$ cat src/rtl/lfsr_pkg.sv
// Shared types and helpers for the parametrised XNOR LFSR and its ranged sampler.
// lfsr_next is the single definition of one generator step, lockup rule included.
package lfsr_pkg;

    typedef enum logic {
        FILL  = 1'b0,
        VALID = 1'b1
    } sampler_state_e;

    localparam logic [7:0]  TAPS_8  = 8'hB8;
    localparam logic [15:0] TAPS_16 = 16'hB400;
    localparam logic [31:0] TAPS_32 = 32'h80200003;

    // Works on the low 'width' bits; the all-ones state has no XNOR successor, so it falls back to seed.
    function automatic logic [31:0] lfsr_next(input logic [31:0] state,
                                              input logic [31:0] taps,
                                              input logic [31:0] seed,
                                              input int unsigned width);
        logic [31:0] mask;
        logic        fb;
        mask = (width >= 32) ? 32'hFFFF_FFFF : ((32'd1 << width) - 32'd1);
        fb   = ~^(state & taps & mask);
        if ((state & mask) == mask) begin
            return seed & mask;
        end
        return ((state << 1) | {31'd0, fb}) & mask;
    endfunction

endpackage

$ cat src/rtl/lfsr_core.sv
// Raw XNOR LFSR generator: state register, feedback, run-time seed load and lockup recovery.
// Usable on its own wherever only a pseudo-random word is needed.
module lfsr_core
    import lfsr_pkg::*;
#(
    parameter int unsigned      WIDTH = 16,
    parameter logic [WIDTH-1:0] TAPS  = WIDTH'(TAPS_16),
    parameter logic [WIDTH-1:0] SEED  = '0
) (
    input  logic             clock,
    input  logic             reset,
    input  logic             step_i,
    input  logic             load_i,
    input  logic [WIDTH-1:0] seed_i,
    output logic [WIDTH-1:0] state_o,
    output logic             lockup_o
);

    logic [WIDTH-1:0] state_q;
    logic [WIDTH-1:0] state_d;
    logic [WIDTH-1:0] step_val;

    assign step_val = WIDTH'(lfsr_next(32'(state_q), 32'(TAPS), 32'(SEED), WIDTH));

    // A load wins over a step, so a loaded all-ones seed is only recovered on a later step.
    always_comb begin
        state_d = state_q;
        if (load_i) begin
            state_d = seed_i;
        end else if (step_i) begin
            state_d = step_val;
        end
    end

    assign lockup_o = step_i & ~load_i & (&state_q);
    assign state_o  = state_q;

    always_ff @(posedge clock or posedge reset) begin
        if (reset) begin
            state_q <= SEED;
        end else begin
            state_q <= state_d;
        end
    end

endmodule

$ cat src/rtl/lfsr_sampler.sv
// LFSR generator plus a rejection sampler delivering uniform values in [0, LIMIT)
// over a valid/ready handshake, with sticky lockup and fallback flags.
module lfsr_sampler
    import lfsr_pkg::*;
#(
    parameter int unsigned      WIDTH     = 16,
    parameter logic [WIDTH-1:0] TAPS      = WIDTH'(TAPS_16),
    parameter logic [WIDTH-1:0] SEED      = '0,
    parameter int unsigned      OUT_W     = 3,
    parameter int unsigned      LIMIT     = 5,
    parameter int unsigned      MAX_TRIES = 8
) (
    input  logic             clock,
    input  logic             reset,
    input  logic             enable,
    input  logic             seed_load,
    input  logic [WIDTH-1:0] seed_in,
    input  logic             flag_clear,
    output logic [WIDTH-1:0] rng_out,
    output logic             sample_valid,
    input  logic             sample_ready,
    output logic [OUT_W-1:0] sample_data,
    output logic             lockup_flag,
    output logic             reject_ovf
);

    localparam int unsigned CNT_W = $clog2(MAX_TRIES + 1);

    sampler_state_e   state_q;
    sampler_state_e   state_d;
    logic [CNT_W-1:0] try_cnt_q;
    logic [CNT_W-1:0] try_cnt_d;
    logic [CNT_W-1:0] try_inc;
    logic [OUT_W-1:0] data_q;
    logic [OUT_W-1:0] data_d;
    logic             lockup_q;
    logic             lockup_d;
    logic             ovf_q;
    logic             ovf_d;
    logic             step;
    logic             core_lockup;
    logic             accept;
    logic             give_up;
    logic             fallback;
    logic [OUT_W-1:0] cand;

    assign step = enable | (state_q == FILL);

    lfsr_core #(
        .WIDTH (WIDTH),
        .TAPS  (TAPS),
        .SEED  (SEED)
    ) u_core (
        .clock    (clock),
        .reset    (reset),
        .step_i   (step),
        .load_i   (seed_load),
        .seed_i   (seed_in),
        .state_o  (rng_out),
        .lockup_o (core_lockup)
    );

    // The candidate always comes from the pre-step state, even in a seed-load cycle.
    assign cand = rng_out[OUT_W-1:0];

    generate
        if (64'(LIMIT) >= (64'd1 << OUT_W)) begin : g_full_range
            assign accept = 1'b1;
        end else begin : g_compare
            assign accept = ({1'b0, cand} < (OUT_W + 1)'(LIMIT));
        end
    endgenerate

    assign try_inc  = try_cnt_q + 1'b1;
    assign give_up  = (try_inc == CNT_W'(MAX_TRIES));
    assign fallback = (state_q == FILL) & ~accept & ~seed_load & give_up;

    always_ff @(posedge clock or posedge reset) begin
        if (reset) begin
            state_q <= FILL;
        end else begin
            state_q <= state_d;
        end
    end

    always_comb begin
        state_d = state_q;
        case (state_q)
            FILL:    if (accept || fallback) state_d = VALID;
            VALID:   if (sample_ready) state_d = FILL;
            default: state_d = FILL;
        endcase
    end

    always_comb begin
        sample_valid = (state_q == VALID);
        sample_data  = data_q;
        lockup_flag  = lockup_q;
        reject_ovf   = ovf_q;
    end

    // A seed load restarts the rejection budget, so it also suppresses the fallback that cycle.
    always_comb begin
        try_cnt_d = try_cnt_q;
        data_d    = data_q;
        if (state_q == FILL) begin
            if (accept) begin
                data_d    = cand;
                try_cnt_d = '0;
            end else if (seed_load) begin
                try_cnt_d = '0;
            end else if (fallback) begin
                data_d    = '0;
                try_cnt_d = '0;
            end else begin
                try_cnt_d = try_inc;
            end
        end
    end

    assign lockup_d = core_lockup | (lockup_q & ~flag_clear);
    assign ovf_d    = fallback | (ovf_q & ~flag_clear);

    always_ff @(posedge clock or posedge reset) begin
        if (reset) begin
            try_cnt_q <= '0;
            data_q    <= '0;
            lockup_q  <= 1'b0;
            ovf_q     <= 1'b0;
        end else begin
            try_cnt_q <= try_cnt_d;
            data_q    <= data_d;
            lockup_q  <= lockup_d;
            ovf_q     <= ovf_d;
        end
    end

endmodule

$ cat config.mk
export PLATFORM = sky130hd
export DESIGN_NAME = lfsr_sampler
export DESIGN_NICKNAME = d
export VERILOG_FILES = /design/src/rtl/lfsr_pkg.sv /design/src/rtl/lfsr_core.sv /design/src/rtl/lfsr_sampler.sv
export SDC_FILE = /design/constraint.sdc
export NUM_CORES = 1
export LEC_CHECK = 0
export CORE_MARGIN = 3
export CORE_UTILIZATION = 35
export CTS_BUF_LIST = sky130_fd_sc_hd__clkbuf_8
export DETAILED_ROUTE_END_ITERATION = 12
export GPL_TIMING_DRIVEN = 0
export MAX_ROUTING_LAYER = met4
export PLACE_DENSITY = 0.66
export SKIP_CTS_REPAIR_TIMING = 1
export SLEW_MARGIN = 0
export SYNTH_ARGS = -nofsm -noshare
export SYNTH_HDL_FRONTEND = slang
export SYNTH_SLANG_ARGS = --single-unit
$ cat constraint.sdc
create_clock -name clock -period 2.4 [get_ports clock]
set_input_delay 0.72 -clock clock [delete_from_list [all_inputs] [get_ports clock]]
set_output_delay 0.72 -clock clock [all_outputs]
set_load 0.02 [all_outputs]
==> metrics.txt <==
outcome=finished, final reports clean; fraction of layout cells with a size suffix above 1=0.0727; Max-Cap Viols=0; Ys Warns=0; nets@finish=190; Setup Skew=0.00262 ns; Initial Util=0.376; Hold Path Stages=2; DRT Pass-1 Iters=4; final HPWL from detailed placement=2390 um; DR WL/cell=between 15 and 20 um; detailed-route wire length=3170 um; post-synthesis instance area=0.00129 mm^2; die width=66.8 um; final-report hold violation count=0; Crit-path slowest cell=clkdlybuf4s50_1; P_int=a little over 900 uW; Sink Count=26; CP peak stage delay=0.67 ns; Peak VDD IR=0.289 mV; P per Cell Area=732 mW/mm^2; post-route setup slack=0.190 ns; Syn Area/Cell=between 10 and 15 um^2; largest net degree at the start of global routing=27; largest fanout on the critical path=9; Max Clk Rate=between 400 and 500 MHz; syn_nets=approximately 140; RR Startpoint=u_core.state_o[12]$_DFFE_PP0P_; Final Max Tran Viols=0; Pleak=0.000846 uW; min-delay worst type=reg2reg; Power, Total=1350 uW; Worst-Skew Late Latency=0.27 ns; sequential share of the synthesized area=0.502; clock-pin slew on the worst setup and hold paths=0.09 ns; WP data arrival=1.49 ns; Crit path max-delay family=buffers and inverters; hold path startpoint=lockup_flag$_DFF_PP0_; via count=1,124; crit path launch type=register; first-pass GRT wire length=around 5500 um; Tcrit/Tclk final=0.921; Antenna Violating Nets Remaining=0; Hold EP=lockup_flag$_DFF_PP0_; CP required=between 1.5 and 2 ns; Reg power frac=0.434; worst path bufs/invs=1; # IOs=44; initial DRC count=62; commonest non-fill, non-tap cell in the layout=clkdlybuf4s50_1; post-DR vias/cell=between 5 and 6; Psw=442 uW; port buffer count=43; flop-to-flop setup slack=0.41 ns; Worst R2R Path Depth=6; CP startpoint=u_core.state_o[2]$_DFFE_PP0P_; CTS tree=built; core area=0.00344 mm^2; number of global-route vias before repair=1,218; DRC errors left=0; CTS buffer count=3; fillers=336; reg-to-reg critical path endpoint=u_core.state_o[14]$_DFFE_PP0P_; Layout area overhead=42.4%; initial antenna violation count=0; antenna cells=0; Net Sw Frac=0.327; post-synthesis cell type count=32; die area=roughly 0.0045 mm^2; Routability Congestion=0.801; gr usage total=0.165; RSZ-0062 raised after global routing=false; Yosys reg bits=26; crit path kind=reg2out; Worst setup EP type=output port; clock root buffer=clkbuf_8; # setup viols final=0; clock share of power=0.209; GR Overflow Total=0; min Tclk post-route=2.21 ns; die height=66.8 um; num rows=21; CP Cell Sequence=clkdlybuf4s50_1; relative slew slack=0.353; synthesized instance count=118; Worst-Margin Slew=0.970 ns; H-tree depth=1; Logic pwr share=0.357; Place WS=-0.186 ns; most frequent cells in the layout=clkdlybuf4s50_1 (43), dfrtp_1 (26), a22o_1 (19); CTS Buffer Depth=2
-- layout make-up --
class,instances,area (um^2),area share
flip-flops and latches,26,651,0.353
multi-input cells,80,594,0.322
repair buffers,43,430,0.233
well taps,46,57.6,0.0312
clock buffers,4,55.1,0.0299
plain buffers,8,41.3,0.0224
inverters,4,15.0,0.00814
-- worst max path at each step --
stage,slack (ns),to,cells after the start
2_1_floorplan,0.54,sample_data[2]$_DFFE_PP0P_,5
3_3_place_gp,-0.13,u_core.state_o[12]$_DFFE_PP0P_,5
3_5_place_dp,-0.19,u_core.state_o[14]$_DFFE_PP0P_,4
4_1_cts,0.11,u_core.state_o[14]$_DFFE_PP0P_,4
5_1_grt,0.07,u_core.state_o[11]$_DFFE_PP0P_,7
6_report,0.19,rng_out[2],1
-- stage by stage --
step / setup TNS [ns] / hold slack [ns] / cell area, um^2 / instances / utilization
after floorplan: 0 / 0.483 / 1290 / 118 / -
after global placement: -1.36 / 0.509 / 1780 / 207 / 0.518
after detailed placement: -1.91 / 0.522 / 1780 / 207 / 0.518
after CTS: 0 / 0.531 / 1840 / 211 / 0.534
after global routing: 0 / 0.567 / 1840 / 211 / 0.536
final: 0 / 0.525 / 1840 / 211 / 0.536
-- power by group through the flow --
stage / Clock [uW] / Sequential, uW / Combinational (uW)
final: 283 / 586 / 482
after global routing: 306 / 599 / 526
after CTS: 288 / 587 / 487
after detailed placement: 0 / 596 / 485
after global placement: 0 / 591 / 480
after floorplan: 0 / 662 / 192
-- kinds of logic after synthesis --
| group | after synthesis | share of synthesized area |
|---|---|---|
| flip-flops | 26 | 0.502 |
| XOR/XNOR | 2 | 0.0135 |
| AO/OA/AOI/OAI | 50 | 0.300 |
| buffers and inverters | 12 | 0.0425 |
| adder cells (fa/ha/maj) | 2 | 0.0193 |
| AND/OR/NAND/NOR | 26 | 0.123 |
-- state kept, by name (all words and copies together) (netlist names) --
name,cells
u_core.state_o,16
reject_ovf,1
sample_valid,1
lockup_flag,1
sample_data,3
try_cnt_q,4
-- synth_stat cells --
cell / number / area share
ha_1: 2 / 0.019
xnor2_1: 1 / 0.0068
a21boi_0: 1 / 0.0058
dfrtp_1: 26 / 0.50
a31oi_1: 1 / 0.0048
buf_2: 1 / 0.0039
and3b_1: 1 / 0.0068
or2_4: 1 / 0.0068
nor4_1: 3 / 0.014
a22o_1: 19 / 0.13
o21ai_0: 3 / 0.012
nand3_1: 1 / 0.0039
a22oi_1: 3 / 0.017
nor2_1: 4 / 0.012
nor2b_1: 3 / 0.014
xor2_1: 1 / 0.0068
clkbuf_2: 1 / 0.0039
o22ai_1: 1 / 0.0048
inv_1: 4 / 0.012
o221ai_1: 2 / 0.014
buf_6: 1 / 0.0087
nand2_1: 4 / 0.012
nand2b_4: 1 / 0.011
clkbuf_1: 5 / 0.014
or4b_4: 1 / 0.011
nor3_1: 2 / 0.0077
o21ai_1: 2 / 0.0077
o31ai_1: 1 / 0.0058
nand4_1: 3 / 0.014
a21o_1: 16 / 0.093
and2_1: 2 / 0.0097
a31o_1: 1 / 0.0068
-- metal layers --
layer	wire, um	vias up	global-route usage
li1	-	541	-
met3	132	5	0.0320
met5	0	-	-
met1	1470	543	0.203
met2	1530	35	0.270
met4	42	0	0.0584
Power figures use the tool's default switching activity.
==> variant 1, RTL diff (same settings) <==
The parameter `MAX_TRIES` goes from 8 to 16.
--- a/src/rtl/lfsr_sampler.sv
+++ b/src/rtl/lfsr_sampler.sv
@@ -9,5 +9,5 @@
     parameter int unsigned      OUT_W     = 3,
     parameter int unsigned      LIMIT     = 5,
-    parameter int unsigned      MAX_TRIES = 8
+    parameter int unsigned      MAX_TRIES = 16
 ) (
     input  logic             clock,
Formal check against the unedited RTL: no difference found for any inputs over 10 cycles, from zero or initial values and one cycle with reset high; that may be too few to reach the edited logic, so the function may still have changed.
==> variant 1 against the unedited design <==
Sequential cell count increased by 1; register-to-register slack improved by 0.08 ns; power increased by 1.3%; setup slack improved by 0.067 ns; area after synthesis increased by 9.0%; clock power decreased by 5%; wire length increased by 12%; sequential share of layout area decreased by 0.46 points; utilization decreased by 2.1 points; worst hold slack got worse by 0.036 ns; count of clock-buffer cells in the layout decreased by 1; final cell count increased by 5.2%; synthesized cell count increased by 8.5%; cell area increased by 5.2%; critical path type unchanged; critical endpoint is now sample_valid; highest routed layer unchanged.
==> variant 1: results (changes against the unedited design) <==
timing:
  post-route-period-util_pct: 89.3  # -2.8 points
  relSlewSlack_pct: 30.5  # -4.7 points
  final.setup_skew_ns: 0.0136  # +0.0110 ns
critical_path:
  startpoint: "sample_valid"
  rr_endpoint: "sample_data[2]"
  regToRegStartpoint: "try_cnt_q[0]"
  endpoint: "sample_valid"
  reg2reg_depth: 5  # -1
  max_stage_delay_ns: 0.65  # -0.02 ns
  path_delay_family: "buffers and inverters"
  critPathArrivalTime_ns: 1.42  # -0.07 ns
  ff2ff_setup_slack_ns: 0.49  # +0.08 ns
  path_max_fanout: 7  # -2
power_and_ir_drop:
  swShare_pct: 34.6  # +1.9 points
  ir_drop_uv: 429  # +48%
  p_leak_nw: 0.899  # +6.3%
final_layout:
  nNetsFinal: 200  # +5.3%
  drive_above_1_share_pct: 10.9  # +3.6 points
  fillCellCount: 347  # +3.3%
yosys:
  synthTopCellsByCount: "dfrtp_1, a22o_1, a21o_1"
  synth_nets: 153  # +7.7%
  ys_seq_area_share_pct: 47.9  # -2.4 points
  synth_area_leaders: "dfrtp_1, a22o_1, a21o_1, ha_1, nand2_1"
status:
  status: "complete, no violations"
grt:
  grt_pass1_vias: 1248  # +2.5%
  grt_max_degree: 28  # +3.7%
  grt_pass1_wl_um: 6240  # +14%
  grt_usage_pct: 16.0  # -0.49 points
detailed_routing:
  wl_um: 3540  # +12%
  viasPerCell: 5.32  # about the same
  drtIter0Drc: 57  # -8.1%
min_path:
  hold_path_class: "reg2reg"
placement:
  hpwl_um: 2610  # +9.2%
  place_congestion: 0.773  # -3.5%
  portBuffers: 42  # -2.3%
  dp_slack_ns: 0.182  # +0.369 ns
## variant 1: cell types whose count changed after synthesis, moves of 3 or more
cell | unedited run | this run
nand2_1 | 4 | 7
nor4_1 | 3 | 0
clkbuf_1 | 5 | 2
a21o_2 | 0 | 3
o211ai_1 | 0 | 3
buf_2 | 1 | 4
and3_1 | 0 | 3
a21oi_1 | 0 | 3
a22oi_1 | 3 | 0
## variant 1: per-layer routing
metal | global-route usage, % | vias to the layer above | part of all wire [%]
met5 | - | - | 0
met4 | 3.25 | 0 | 0.76
met3 | 2.32 | 2 | 2.7
met2 | 26.8 | 21 | 51
met1 | 20.7 | 585 | 45
li1 | - | 574 | -
## variant 1: worst min-delay path by stage
| stage | from | cells past startpoint | slack [ns] | to |
|---|---|---|---|---|
| 6_report | reject_ovf | 1 | 0.49 | reject_ovf |
| 3_3_place_gp | reject_ovf | 1 | 0.46 | reject_ovf |
| 2_1_floorplan | try_cnt_q[4] | 1 | 0.50 | try_cnt_q[4] |
| 4_1_cts | reject_ovf | 1 | 0.50 | reject_ovf |
| 3_5_place_dp | reject_ovf | 1 | 0.47 | reject_ovf |
| 5_1_grt | reject_ovf | 1 | 0.52 | reject_ovf |
## variant 1: per-stage QoR
step                hold WS, ns  cell area (µm²)  utilization (%)  instances  total power [mW]
finish                    0.489             1940             51.5        222              1.37
global route              0.518             1940             51.5        222              1.44
CTS                       0.496             1940             51.5        222              1.38
detailed placement        0.472             1890             50.2        218              1.11
global placement          0.459             1890             50.2        218              1.10
floorplan                 0.499             1410                -        128             0.874
## variant 1: area by class of cell
type	count	area share, %
Buffer	9	2.97
Inverter	4	0.774
Sequential cell	27	34.8
Timing Repair Buffer	42	21.7
Clock buffer	3	2.13
Clock inverter	1	0.387
Multi-Input combinational cell	88	34.2
Tap cell	48	3.09
## variant 1: cell families after synthesis
family | Yosys count | share of synthesized area (%)
fa+ha+maj | 3 | 2.66
mux | 1 | 0.709
flops | 27 | 47.9
xor+xnor | 4 | 2.48
compound gates | 54 | 30.1
simple gates | 26 | 11.1
buf+inv | 13 | 5.14
## variant 1: power by group through the flow
stage	clock network [mW]	registers (mW)	logic, mW
final	0.268	0.611	0.488
after global routing	0.290	0.624	0.530
after detailed placement	0	0.618	0.492
after CTS	0.275	0.611	0.494
after floorplan	0	0.682	0.192
after global placement	0	0.615	0.485
==> variant 2, RTL diff (same flow settings) <==
Without the edit above. Put a register stage on the output `reject_ovf`, cleared by the reset. The value now appears one clock later. The other outputs are not delayed to match.
--- a/src/rtl/lfsr_sampler.sv
+++ b/src/rtl/lfsr_sampler.sv
@@ -26,4 +26,6 @@
 
     localparam int unsigned CNT_W = $clog2(MAX_TRIES + 1);
+
+    logic reject_ovf_d;
 
     sampler_state_e   state_q;
@@ -97,5 +99,5 @@
         sample_data  = data_q;
         lockup_flag  = lockup_q;
-        reject_ovf   = ovf_q;
+        reject_ovf_d = ovf_q;
     end
 
@@ -136,4 +138,12 @@
     end
 
+    always_ff @(posedge clock or posedge reset) begin
+        if (reset) begin
+            reject_ovf <= '0;
+        end else begin
+            reject_ovf <= reject_ovf_d;
+        end
+    end
+
 endmodule
 
Behaviour: same outputs for any inputs over 10 cycles, from zero or initial values and one cycle with reset high; that may be too few to reach the edited logic, so the function may still have changed.
==> variant 2 against the unedited design <==
Power fell by 0.80%; wire length is 4.7% higher; clock power fell by 12%; sequential power rose by 3%; setup slack better by 0.011 ns; sequential cell count grew 1; sequential share of layout area is 1.1 points higher; area after synthesis grew 1.9%; cell area is 0.81% higher; largest cell class unchanged; highest routed layer unchanged.
==> variant 2: results (changes against the unedited design) <==
status:
  status: "complete, no violations"
min_path:
  whs_path_depth: 0  # -2
  min_to: "reject_ovf"
  hp-start: "ovf_q"
placement:
  hpwl_um: 2470  # +3.3%
  place_area_mm2: 0.00181  # +1.4%
  place_inst: 208  # +0.48%
  place_congestion: 0.849  # +6.0%
grt:
  grt_pass1_vias: 1162  # -4.6%
  grt_max_degree: 28  # +3.7%
  grt_usage_pct: 16.0  # -0.53 points
  grt_pass1_wl_um: 5350  # -2.5%
detailed_routing:
  wl_per_cell_um: 15.7  # +4.2%
  drtIter0Drc: 51  # -18%
  viasPerCell: 5.40  # +1.4%
final_layout:
  fillCellCount: 339  # +0.89%
  drive_above_1_share_pct: 6.63  # -0.65 points
  seq_share_pct: 36.3  # +1.1 points
  nNetsFinal: 191  # +0.53%
yosys:
  netlist_area_mm2: 0.00132  # +1.9%
  synth_nets: 143  # +0.70%
  syn_inst: 119  # +0.85%
  ys_seq_area_share_pct: 51.2  # +0.94 points
  synth_area_leaders: "dfrtp_1, a22o_1, a21o_1, ha_1, a22oi_1"
power_and_ir_drop:
  p_leak_nw: 0.858  # +1.4%
  ir_drop_uv: 300  # +3.7%
timing:
  final.setup_skew_ns: 0.00139  # -0.00123 ns
==> variant 2: power by group <==
group | internal (mW) | total (mW) | switching [mW]
logic | 0.253 | 0.484 | 0.231
registers | 0.526 | 0.606 | 0.0798
clock network | 0.115 | 0.250 | 0.136
==> variant 2: how the worst max path moves through the flow <==
| stage | startpoint | end | cells after the start | slack, ns |
|---|---|---|---|---|
| floorplan | sample_valid | sample_data[2] | 5 | 0.54 |
| finish | u_core.state_o[2] | rng_out[2] | 1 | 0.20 |
| global placement | seed_load | u_core.state_o[15] | 4 | -0.14 |
| detailed placement | enable | u_core.state_o[9] | 7 | -0.17 |
| CTS | enable | u_core.state_o[12] | 7 | 0.12 |
| global route | enable | u_core.state_o[9] | 7 | 0.08 |
==> variant 2: logic make-up (layout without fill, tap and decap cells) <==
group,after synthesis,after routing,synth area share [%]
AOI/OAI and AO/OA,50,50,29.4
DFF,27,27,51.2
and+or+nand+nor,26,26,12.0
buffers and inverters,12,59,4.17
adders and majority gates,2,2,1.90
xor gates and xnor gates,2,2,1.33
==> variant 2: per-stage QoR <==
| step | power (mW) | setup slack, ns | util [%] |
|---|---|---|---|
| 3_3_place_gp | 1.09 | -0.140 | 51.7 |
| 4_1_cts | 1.36 | 0.116 | 53.0 |
| 5_1_grt | 1.41 | 0.0760 | 53.2 |
| 2_1_floorplan | 0.871 | 0.543 | - |
| 3_5_place_dp | 1.10 | -0.166 | 51.7 |
| 6_report | 1.34 | 0.201 | 53.2 |
==> variant 2: metal layers <==
| layer | up-vias | routed length (µm) | GRT usage [%] |
|---|---|---|---|
| met4 | 0 | 11 | 4.56 |
| met2 | 34 | 1610 | 25.4 |
| met5 | - | 0 | - |
| met1 | 567 | 1540 | 21.3 |
| li1 | 542 | - | - |
| met3 | 2 | 155 | 2.16 |
